**config.mk**
```make
export PLATFORM = sky130hd
export DESIGN_NAME = motion_cmd_sequencer
export DESIGN_NICKNAME = d
export VERILOG_FILES = /design/src/rtl/motion_seq_pkg.sv /design/src/rtl/cmd_fifo.sv /design/src/rtl/motion_cmd_sequencer.sv
export SDC_FILE = /design/constraint.sdc
export NUM_CORES = 1
export LEC_CHECK = 0
export ABC_AREA = 1
export CORE_ASPECT_RATIO = 0.6
export CORE_UTILIZATION = 51
export CTS_CLUSTER_DIAMETER = 30
export CTS_CLUSTER_SIZE = 8
export DETAILED_ROUTE_END_ITERATION = 8
export GPL_ROUTABILITY_DRIVEN = 0
export PLACE_DENSITY = 0.74
export REMOVE_ABC_BUFFERS = 1
export SLEW_MARGIN = 20
export SYNTH_ARGS = -nofsm -noshare
export SYNTH_HDL_FRONTEND = slang
export SYNTH_HIERARCHICAL = 1
export SYNTH_SLANG_ARGS = --single-unit
```
**constraint.sdc**
```tcl
create_clock -name clk -period 4.36 [get_ports clk]
set_clock_uncertainty 0.05 [all_clocks]
set_input_delay 0.872 -clock clk [delete_from_list [all_inputs] [get_ports clk]]
set_output_delay 0.872 -clock clk [all_outputs]
set_load 0.05 [all_outputs]
```
**src/rtl/motion_seq_pkg.sv**
```systemverilog
// Shared types for the motion command sequencer: FSM states, channel modes,
// error codes and the queued command record.
package motion_seq_pkg;

    typedef enum logic [2:0] {
        IDLE,
        CHECK,
        RESET,
        ARM,
        RUN,
        DONE,
        FAIL
    } seq_state_e;

    localparam logic [1:0] MODE_OFF     = 2'b00;
    localparam logic [1:0] MODE_ADCEL   = 2'b01;
    localparam logic [1:0] MODE_UNIFORM = 2'b10;

    localparam logic [1:0] ERR_NONE    = 2'b00;
    localparam logic [1:0] ERR_BAD_CMD = 2'b01;
    localparam logic [1:0] ERR_ARM_TMO = 2'b10;
    localparam logic [1:0] ERR_ABORT   = 2'b11;

    typedef struct packed {
        logic [31:0] step;
        logic [15:0] accel_end;
        logic [15:0] decel_begin;
        logic [1:0]  mode;
        logic        dir;
    } cmd_t;

    // A command the channel cannot execute sensibly: empty move, unknown mode,
    // or an accel/decel profile whose phases overlap or run past the end.
    function automatic logic cmd_is_bad(input cmd_t c);
        logic bad;
        bad = (c.step == 32'd0) || !((c.mode == MODE_ADCEL) || (c.mode == MODE_UNIFORM));
        if (c.mode == MODE_ADCEL) begin
            bad = bad || (c.accel_end > c.decel_begin) || (32'(c.decel_begin) >= c.step);
        end
        return bad;
    endfunction

endpackage

```
**src/rtl/cmd_fifo.sv**
```systemverilog
// Show-ahead FIFO of move commands with occupancy output and a one-cycle flush
// that wins over any same-cycle push or pop.
module cmd_fifo
    import motion_seq_pkg::*;
#(
    parameter int DEPTH = 4
) (
    input  logic                     clk,
    input  logic                     rst_n,
    input  logic                     flush,
    input  logic                     wr_en,
    input  cmd_t                     wr_data,
    input  logic                     rd_en,
    output cmd_t                     rd_data,
    output logic                     full,
    output logic                     empty,
    output logic [$clog2(DEPTH):0]   level
);
    localparam int AW = $clog2(DEPTH);
    localparam int LW = AW + 1;

    cmd_t            mem [DEPTH];
    logic [AW-1:0]   wr_ptr;
    logic [AW-1:0]   rd_ptr;
    logic [LW-1:0]   count;
    logic            do_wr;
    logic            do_rd;

    assign full    = (count == LW'(DEPTH));
    assign empty   = (count == '0);
    assign level   = count;
    assign rd_data = mem[rd_ptr];
    assign do_wr   = wr_en && !full && !flush;
    assign do_rd   = rd_en && !empty && !flush;

    always_ff @(posedge clk) begin
        if (do_wr) begin
            mem[wr_ptr] <= wr_data;
        end
    end

    // Pointers wrap naturally because DEPTH is a power of two.
    always_ff @(posedge clk or negedge rst_n) begin
        if (!rst_n) begin
            wr_ptr <= '0;
            rd_ptr <= '0;
            count  <= '0;
        end else if (flush) begin
            wr_ptr <= '0;
            rd_ptr <= '0;
            count  <= '0;
        end else begin
            if (do_wr) begin
                wr_ptr <= wr_ptr + 1'b1;
            end
            if (do_rd) begin
                rd_ptr <= rd_ptr + 1'b1;
            end
            count <= count + LW'(do_wr) - LW'(do_rd);
        end
    end

endmodule

```
**src/rtl/motion_cmd_sequencer.sv**
```systemverilog
// Runs queued move commands one at a time on a single pulse channel:
// validate, reset channel, arm, wait for completion, report.
module motion_cmd_sequencer
    import motion_seq_pkg::*;
#(
    parameter int CMD_DEPTH = 4,
    parameter int RST_CYC   = 8,
    parameter int ARM_TMO   = 1024
) (
    input  logic                         clk,
    input  logic                         rst_n,
    input  logic                         cmd_valid,
    output logic                         cmd_ready,
    input  logic [31:0]                  cmd_step,
    input  logic [15:0]                  cmd_accel_end,
    input  logic [15:0]                  cmd_decel_begin,
    input  logic [1:0]                   cmd_mode,
    input  logic                         cmd_dir,
    input  logic                         pause,
    input  logic                         abort,
    output logic                         mc_pul_rst,
    output logic                         mc_en,
    output logic [1:0]                   mc_pul_mode,
    output logic                         mc_pul_stop,
    output logic [31:0]                  mc_step,
    output logic [15:0]                  mc_accel_end,
    output logic [15:0]                  mc_decel_begin,
    output logic                         mc_pul_dir,
    input  logic                         mc_pul_state,
    output logic                         busy,
    output logic [$clog2(CMD_DEPTH):0]   q_level,
    output logic                         move_done,
    output logic                         move_err,
    output logic [1:0]                   err_code,
    output logic [15:0]                  done_cnt
);
    localparam int TW = $clog2(ARM_TMO);

    seq_state_e      state;
    seq_state_e      state_nxt;
    cmd_t            cmd_in;
    cmd_t            cfg;
    cmd_t            fifo_dout;
    logic            q_full;
    logic            q_empty;
    logic            fifo_pop;
    logic [7:0]      rst_cnt;
    logic [TW-1:0]   tmo_cnt;
    logic            low_seen;
    logic            run_low;
    logic            pause_hold;
    logic [1:0]      fail_code;

    assign cmd_in = '{step: cmd_step, accel_end: cmd_accel_end, decel_begin: cmd_decel_begin,
                      mode: cmd_mode, dir: cmd_dir};

    assign fifo_pop  = (state == IDLE) && !q_empty && !abort;
    assign cmd_ready = !q_full;

    cmd_fifo #(.DEPTH(CMD_DEPTH)) u_cmd_fifo (
        .clk     (clk),
        .rst_n   (rst_n),
        .flush   (abort),
        .wr_en   (cmd_valid),
        .wr_data (cmd_in),
        .rd_en   (fifo_pop),
        .rd_data (fifo_dout),
        .full    (q_full),
        .empty   (q_empty),
        .level   (q_level)
    );

    // Rejected commands are routed through FAIL so every error report looks
    // the same: move_err high for one cycle with err_code already updated.
    always_comb begin
        state_nxt  = state;
        fail_code  = ERR_NONE;
        run_low    = 1'b0;
        pause_hold = 1'b0;
        case (state)
            IDLE: begin
                if (fifo_pop) state_nxt = CHECK;
            end
            CHECK: begin
                if (cmd_is_bad(cfg)) begin
                    state_nxt = FAIL;
                    fail_code = ERR_BAD_CMD;
                end else begin
                    state_nxt = RESET;
                end
            end
            RESET: begin
                if (rst_cnt == 8'(RST_CYC - 1)) state_nxt = ARM;
            end
            ARM: begin
                if (mc_pul_state) begin
                    state_nxt = RUN;
                end else if (tmo_cnt == TW'(ARM_TMO - 1)) begin
                    state_nxt = FAIL;
                    fail_code = ERR_ARM_TMO;
                end
            end
            RUN: begin
                // A uniform-mode stop drops pul_state, so it must not count as completion.
                if ((cfg.mode == MODE_UNIFORM) && pause) begin
                    pause_hold = 1'b1;
                end else if (!mc_pul_state) begin
                    run_low = 1'b1;
                    if (low_seen) state_nxt = DONE;
                end
            end
            DONE:    state_nxt = IDLE;
            FAIL:    state_nxt = IDLE;
            default: state_nxt = IDLE;
        endcase
        if (abort && (state != IDLE) && (state != FAIL)) begin
            state_nxt = FAIL;
            fail_code = ERR_ABORT;
        end
    end

    always_ff @(posedge clk or negedge rst_n) begin
        if (!rst_n) begin
            state    <= IDLE;
            cfg      <= '0;
            rst_cnt  <= '0;
            tmo_cnt  <= '0;
            low_seen <= 1'b0;
            err_code <= ERR_NONE;
            done_cnt <= '0;
        end else begin
            state    <= state_nxt;
            rst_cnt  <= (state == RESET) ? rst_cnt + 8'd1 : 8'd0;
            tmo_cnt  <= (state == ARM) ? tmo_cnt + 1'b1 : '0;
            low_seen <= run_low;
            if (fifo_pop) begin
                cfg <= fifo_dout;
            end
            if ((state_nxt == FAIL) && (state != FAIL)) begin
                err_code <= fail_code;
            end
            if ((state == RUN) && (state_nxt == DONE)) begin
                done_cnt <= done_cnt + 16'd1;
            end
        end
    end

    assign mc_pul_rst     = (state == IDLE) || (state == CHECK) || (state == RESET) || (state == FAIL);
    assign mc_en          = (state == ARM) || (state == RUN);
    assign mc_pul_mode    = mc_en ? cfg.mode : MODE_OFF;
    assign mc_pul_stop    = pause_hold || (abort && (state != IDLE));
    assign mc_step        = cfg.step;
    assign mc_accel_end   = cfg.accel_end;
    assign mc_decel_begin = cfg.decel_begin;
    assign mc_pul_dir     = cfg.dir;
    assign busy           = (state != IDLE) || !q_empty;
    assign move_done      = (state == DONE);
    assign move_err       = (state == FAIL);

endmodule

```
==> flow_metrics.py, run 1 <==
metrics = {
    "detailed_routing": {
        "dr.pass1.iters": 5,
        "met1_length_mm": 16.8,
        "drc_errors": 0,
        "dr_wl_met2_mm": 17.5,
        "routed_wl_mm": 38.0,
        "drtIter0Drc": 950,
        "post_drt_wl_per_cell_um": 18.9,
        "routed-wl-met3_mm": 3.03,
        "routed_via_density": 5.39,
        "ant_nets": 0,
        "vias": 10820,
        "top_layer": "met5",
    },
    "clock_tree": {
        "htreeDepth": 2,
        "clkTransAtPathRegs_ns": 0.05,
        "cts_sinks": 382,
        "post_cts_buffers": 0,
        "cts-buffers-inserted": 59,
        "cts_resized": 0,
        "hold_buffers": 0,
        "cts_root_buf": "clkbuf_16",
        "cts_buffer_depth": 3,
        "cts_tree": "built",
        "clk_latency_ns": 0.57,
    },
    "sta": {
        "rsz0062_at_grt": "false",
        "drv_slew": 0,
        "tightest_slew_ns": 1.05,
        "setup_ws_ns": 0.809,
        "period_share_pct": 81.5,
        "setup_viol": 0,
        "timing.final.crit_period_ns": 3.55,
        "holdWs_ns": 0.383,
        "clock.fmax_mhz": 282,
        "hold_viol": 0,
        "relSlewSlack_pct": 30.3,
    },
    "floorplan": {
        "rows": 50,
        "core_um2": 31300,
        "ioPinCount": 168,
        "dieHeight_um": 140,
        "fp.dieArea_um2": 32600,
        "die_w_um": 232,
        "initial_core_util_pct": 51.9,
    },
    "final_layout": {
        "drive_gt1_share_pct": 7.48,
        "layout_commonest_cell": "edfxtp_1",
        "layout_common_cells": "268 x edfxtp_1, 233 x nand2_1, 179 x nor2_1, 166 x clkdlybuf4s50_1, 165 x o21ai_0",
        "area_delta_synth_final_pct": 21.4,
        "layout.nets": 1659,
        "final_util_pct": 63.0,
    },
    "pwr": {
        "vdd_drop_max_mv": 0.454,
        "report.power.total_uw": 12800,
        "p_leak_uw": 0.00770,
        "power.density_nw_per_um2": 649,
    },
    "global_route": {
        "grt_pass1_wl_mm": 58.8,
        "antenna_found_initial": 5,
        "grt_start_max_net_pins": 137,
        "grt_overflow": 0,
        "track_usage_pct": 23.6,
        "grt_pass1_vias": 10581,
    },
    "synth": {
        "syn-instance-count": 1423,
        "yosysSeqAreaShare_pct": 67.1,
        "netlist-cell-type-count": 35,
        "async_flop_share_pct": 29.8,
        "synth-edff-count": 268,
        "ys.flop_type": "edfxtp_1",
        "synth-seq-cells": 382,
        "ys.warnings.count": 6,
        "netlist_area_um2": 16200,
        "avgSynthCellArea_um2": 11.4,
    },
    "setup_path": {
        "required_ns": 3.44,
        "cp-start-kind": "input port",
        "endpoint_kind": "output pin",
        "path_class": "in -> out",
        "arrival_ns": 2.63,
        "worstPathMaxFanout": 6,
    },
    "outcome": {
        "status": "completed",
    },
    "hold_path": {
        "hp-class": "in -> async",
    },
    "placement": {
        "dp_hpwl_mm": 22.1,
        "dp_slack_ns": 0.800,
        "io_buffers": 167,
    },
    "flow_run": {
        "drv_cap": 0,
    },
}
state kept, by name (all words and copies together) (netlist names), 3 cells and up:
register / count
done_cnt: 16
mc_accel_end: 16
mc_decel_begin: 16
mc_step: 32
rst_cnt: 8
state: 3
tmo_cnt: 10
u_cmd_fifo/level: 3
u_cmd_fifo/mem: 268
area by class of cell:
class / count / area (um2)
clock inverters: 6 / 108
inverters: 96 / 365
fillers: 2373 / 11600
repair buffers: 180 / 1840
diodes: 2 / 5.00
clock buffers: 104 / 1780
multi-input cells: 823 / 4190
flip-flops and latches: 382 / 10900
well taps: 416 / 520
routing by layer:
metal / global-route usage [%] / up-vias
li1: - / 5101
met1: 34.1 / 5218
met2: 36.2 / 428
met3: 5.09 / 65
met4: 6.30 / 8
met5: 0 / -
report_power, final:
group / internal (uW) / switching [uW] / total [uW]
Combinational: 1170 / 2450 / 3630
Sequential: 4350 / 402 / 4750
Clock: 2900 / 1530 / 4430
path summary, 6_finish.rpt:
check	from	end	slack, ns	depth (start not counted)
setup / recovery	abort	mc_pul_stop	0.81	4
hold / removal	rst_n	mc_step[5]	0.38	1
setup reg to reg	u_cmd_fifo/rd_ptr[0]	mc_accel_end[0]	1.72	6
hold reg to reg	err_code[1]	err_code[1]	0.42	2
max in group asynchronous	rst_n	mc_step[29]	3.04	2
min in group clk	err_code[1]	err_code[1]	0.42	2
cells in the mapped netlist (6+ instances only):
master	instances	share of area, %
inv_2	8	0.18
nor4_1	6	0.23
buf_4	67	3.1
o21ai_0	165	5.1
clkbuf_1	16	0.37
buf_2	21	0.65
xor2_1	9	0.49
o21ai_1	18	0.55
nand2_1	233	5.4
buf_6	9	0.62
nor2_2	7	0.27
ha_1	43	3.3
nor2_1	183	4.2
clkbuf_2	9	0.28
edfxtp_1	268	50
nor3_1	13	0.40
inv_1	86	2.0
o22ai_1	67	2.6
nand3_1	23	0.71
dfrtp_1	114	18
a21oi_1	27	0.83
xnor2_1	7	0.38
nand4_1	7	0.27
metrics by stage:
| stage | area, um2 | std cells | TNS (ns) |
|---|---|---|---|
| after global placement | 17800 | 1897 | 0 |
| after floorplan | 15400 | 1301 | -46.11 |
| after detailed placement | 17800 | 1897 | 0 |
| after CTS | 19700 | 2007 | 0 |
| after global routing | 19700 | 2008 | 0 |
| final | 19700 | 2009 | 0 |
worst max-delay path: stages:
cell and delay (ns):
clkdlybuf4s50_1 0.63, nand2_1 0.19, o21ai_0 0.11, clkdlybuf4s50_1 0.82
logic make-up after synthesis:
kind of cell | synth area share, %
adders and majority gates | 3.44
buffers and inverters | 7.26
AOI/OAI and AO/OA | 9.19
DFF | 67.1
xor gates and xnor gates | 0.863
and+or+nand+nor | 12.1
No activity file was read; power rests on OpenSTA's default activity.
==> run 2: changes to the inputs <==
==> constraint.sdc (replaced) <==
create_clock -name clk -period 2.95 [get_ports clk]
set_clock_uncertainty 0.05 [all_clocks]
set_input_delay 0.59 -clock clk [delete_from_list [all_inputs] [get_ports clk]]
set_output_delay 0.59 -clock clk [all_outputs]
set_load 0.05 [all_outputs]
==> run 2 against run 1 <==
Net effect: worst setup slack worse by 0.70 ns; global-route usage up 0.56 points; combinational power rose by 47%; non-clock buffer count up 12; wire length is 0.28% higher; sequential power rose by 48%; clock-buffer cell count shrank 7; highest routed layer unchanged.
==> flow_metrics.py, run 2 (same netlist as run 1, synthesis figures left out) <==
metrics = {
    "outcome": {
        "status": "completed",
    },
    "final_layout": {
        "largest_reg_flops": 268,
        "drive_gt1_share_pct": 9.32,
        "layout_commonest_cell": "edfxtp_1",
        "fillers": 2342,
        "seq_area_um2": 10900,
        "largest-register": "u_cmd_fifo/mem",
        "layout_common_cells": "268 x edfxtp_1, 233 x nand2_1, 179 x nor2_1, 165 x o21ai_0, 160 x clkdlybuf4s50_1",
        "layout.nets": 1678,
        "final_area_um2": 20200,
        "area_delta_synth_final_pct": 24.6,
        "multi_input_area_um2": 4190,
    },
    "detailed_routing": {
        "routed_via_density": 5.41,
        "vias": 10969,
        "drtIter0Drc": 857,
        "routed_wl_mm": 38.1,
        "post_drt_wl_per_cell_um": 18.8,
        "ant_nets": 0,
        "drc_errors": 0,
        "dr.pass1.iters": 8,
    },
    "clock_tree": {
        "cts_tree": "built",
        "cts-buffers-inserted": 66,
        "cts_buffer_depth": 3,
        "clkTransAtPathRegs_ns": 0.05,
        "cts_root_buf": "clkbuf_16",
        "clk_latency_ns": 0.57,
        "cts_sinks": 382,
        "htreeDepth": 3,
        "hold_buffers": 0,
    },
    "global_route": {
        "grt_pass1_vias": 10931,
        "antenna_found_initial": 3,
        "track_usage_pct": 24.1,
        "grt_overflow": 0,
        "grt_start_max_net_pins": 137,
        "grt_pass1_wl_mm": 60.0,
    },
    "placement": {
        "dpl_cell_area_um2": 18000,
        "dp_hpwl_mm": 22.7,
        "io_buffers": 167,
    },
    "sta": {
        "clock.fmax_mhz": 352,
        "drv_slew": 0,
        "rsz0062_at_grt": "false",
        "hold_viol": 0,
        "holdWs_ns": 0.0692,
        "relSlewSlack_pct": 45.5,
        "timing.final.crit_period_ns": 2.84,
        "tightest_slew_ns": 0.817,
        "setup_viol": 0,
        "period_share_pct": 96.3,
    },
    "setup_path": {
        "required_ns": 2.31,
        "worstPathMaxFanout": 5,
        "cp-start-kind": "register",
        "endpoint_kind": "output pin",
        "timing.rr.start": "u_cmd_fifo/level[1]",
        "path_class": "reg -> out",
        "reg2reg_to": "mc_step[7]",
        "reg2reg_slack_ns": 0.41,
        "arrival_ns": 2.20,
        "ff2ff_path_depth": 7,
    },
    "flow_run": {
        "drv_cap": 0,
    },
    "pwr": {
        "p_leak_uw": 0.00798,
        "report.power.total_uw": 20000,
        "p_sw_uw": 6690,
        "vdd_drop_max_mv": 0.592,
        "seq_power_share_pct": 35.2,
        "p_sw_share_pct": 33.5,
        "power.share.clock_pct": 38.1,
        "p_int_uw": 13300,
        "power.density_nw_per_um2": 987,
        "combPwrFrac_pct": 26.7,
    },
    "floorplan": {
        "core_um2": 31300,
        "rows": 50,
        "dieHeight_um": 140,
        "initial_core_util_pct": 51.9,
        "die_w_um": 232,
        "fp.dieArea_um2": 32600,
        "ioPinCount": 168,
    },
    "hold_path": {
        "hp-class": "in -> async",
    },
}
run 2: changes by cell type in the layout (fill, tap and decap cells not counted), moves of 2 or more:
cell and change:
clkinv_8 +3, clkbuf_8 +3, clkbuf_16 +5, dlygate4sd2_1 +4
clkinv_1 +4, inv_6 +2, bufinv_16 +5, clkbuf_1 -15
buf_12 +8, buf_4 +5, clkdlybuf4s50_1 -6
run 2: per-layer routing:
| layer | routed length [um] | global-route usage, % | share of wire (%) | vias up |
|---|---|---|---|---|
| met4 | 807 | 8.93 | 2.1 | 4 |
| li1 | - | - | - | 5146 |
| met3 | 3010 | 5.44 | 7.9 | 73 |
| met1 | 17200 | 34.9 | 45 | 5332 |
| met2 | 17000 | 35.8 | 45 | 414 |
| met5 | 31 | 0 | 0.081 | - |
run 2: how the worst max path moves through the flow:
| stage | start | endpoint | depth (start not counted) |
|---|---|---|---|
| floorplan | u_cmd_fifo/level[1] | u_cmd_fifo/mem[0][0] | 4 |
| global placement | abort | u_cmd_fifo/level[2] | 11 |
| detailed placement | abort | mc_decel_begin[14] | 5 |
| CTS | u_cmd_fifo/level[1] | cmd_ready | 5 |
| global route | state[2] | mc_pul_rst | 3 |
| finish | state[2] | mc_pul_rst | 3 |
run 2: critical path, stage by stage, from the launching register on:
cell,delay [ns]
dfrtp_1,0.46
or2_2,0.32
nand2_1,0.06
clkdlybuf4s50_1,0.79
run 2: timing repair:
action	CTS	global route
pin swaps	0	0
cloned	0	0
buffers inserted	0	0
endpoints found under the setup margin	4	1
resized for setup	4	1
run 2: area by class of cell:
type | instances | share of cell area (%)
timing repair buffer | 192 | 10.0
tap | 416 | 2.57
multi-input combinational | 823 | 20.7
clock inverter | 20 | 1.68
antenna | 1 | 0.0124
clock buffer | 97 | 9.34
inverter | 96 | 1.80
sequential | 382 | 53.9
run 2: power by group through the flow:
stage	clock network, uW	registers [uW]	logic [uW]
finish	7610	7030	5330
global route	7980	7090	5800
CTS	7730	7020	5360
detailed placement	0	7100	5330
global placement	0	7080	5200
floorplan	0	8550	1850
run 2: stage by stage:
stage	setup WS, ns	cells	TNS [ns]	utilization (%)
final	0.108	2027	0	64.7
after CTS	0.0840	2026	0	64.7
after floorplan	-1.49	1301	-478.25	-
after global placement	0.179	1909	0	57.6
after global routing	0.0392	2027	0	64.7
after detailed placement	0.114	1909	0	57.6
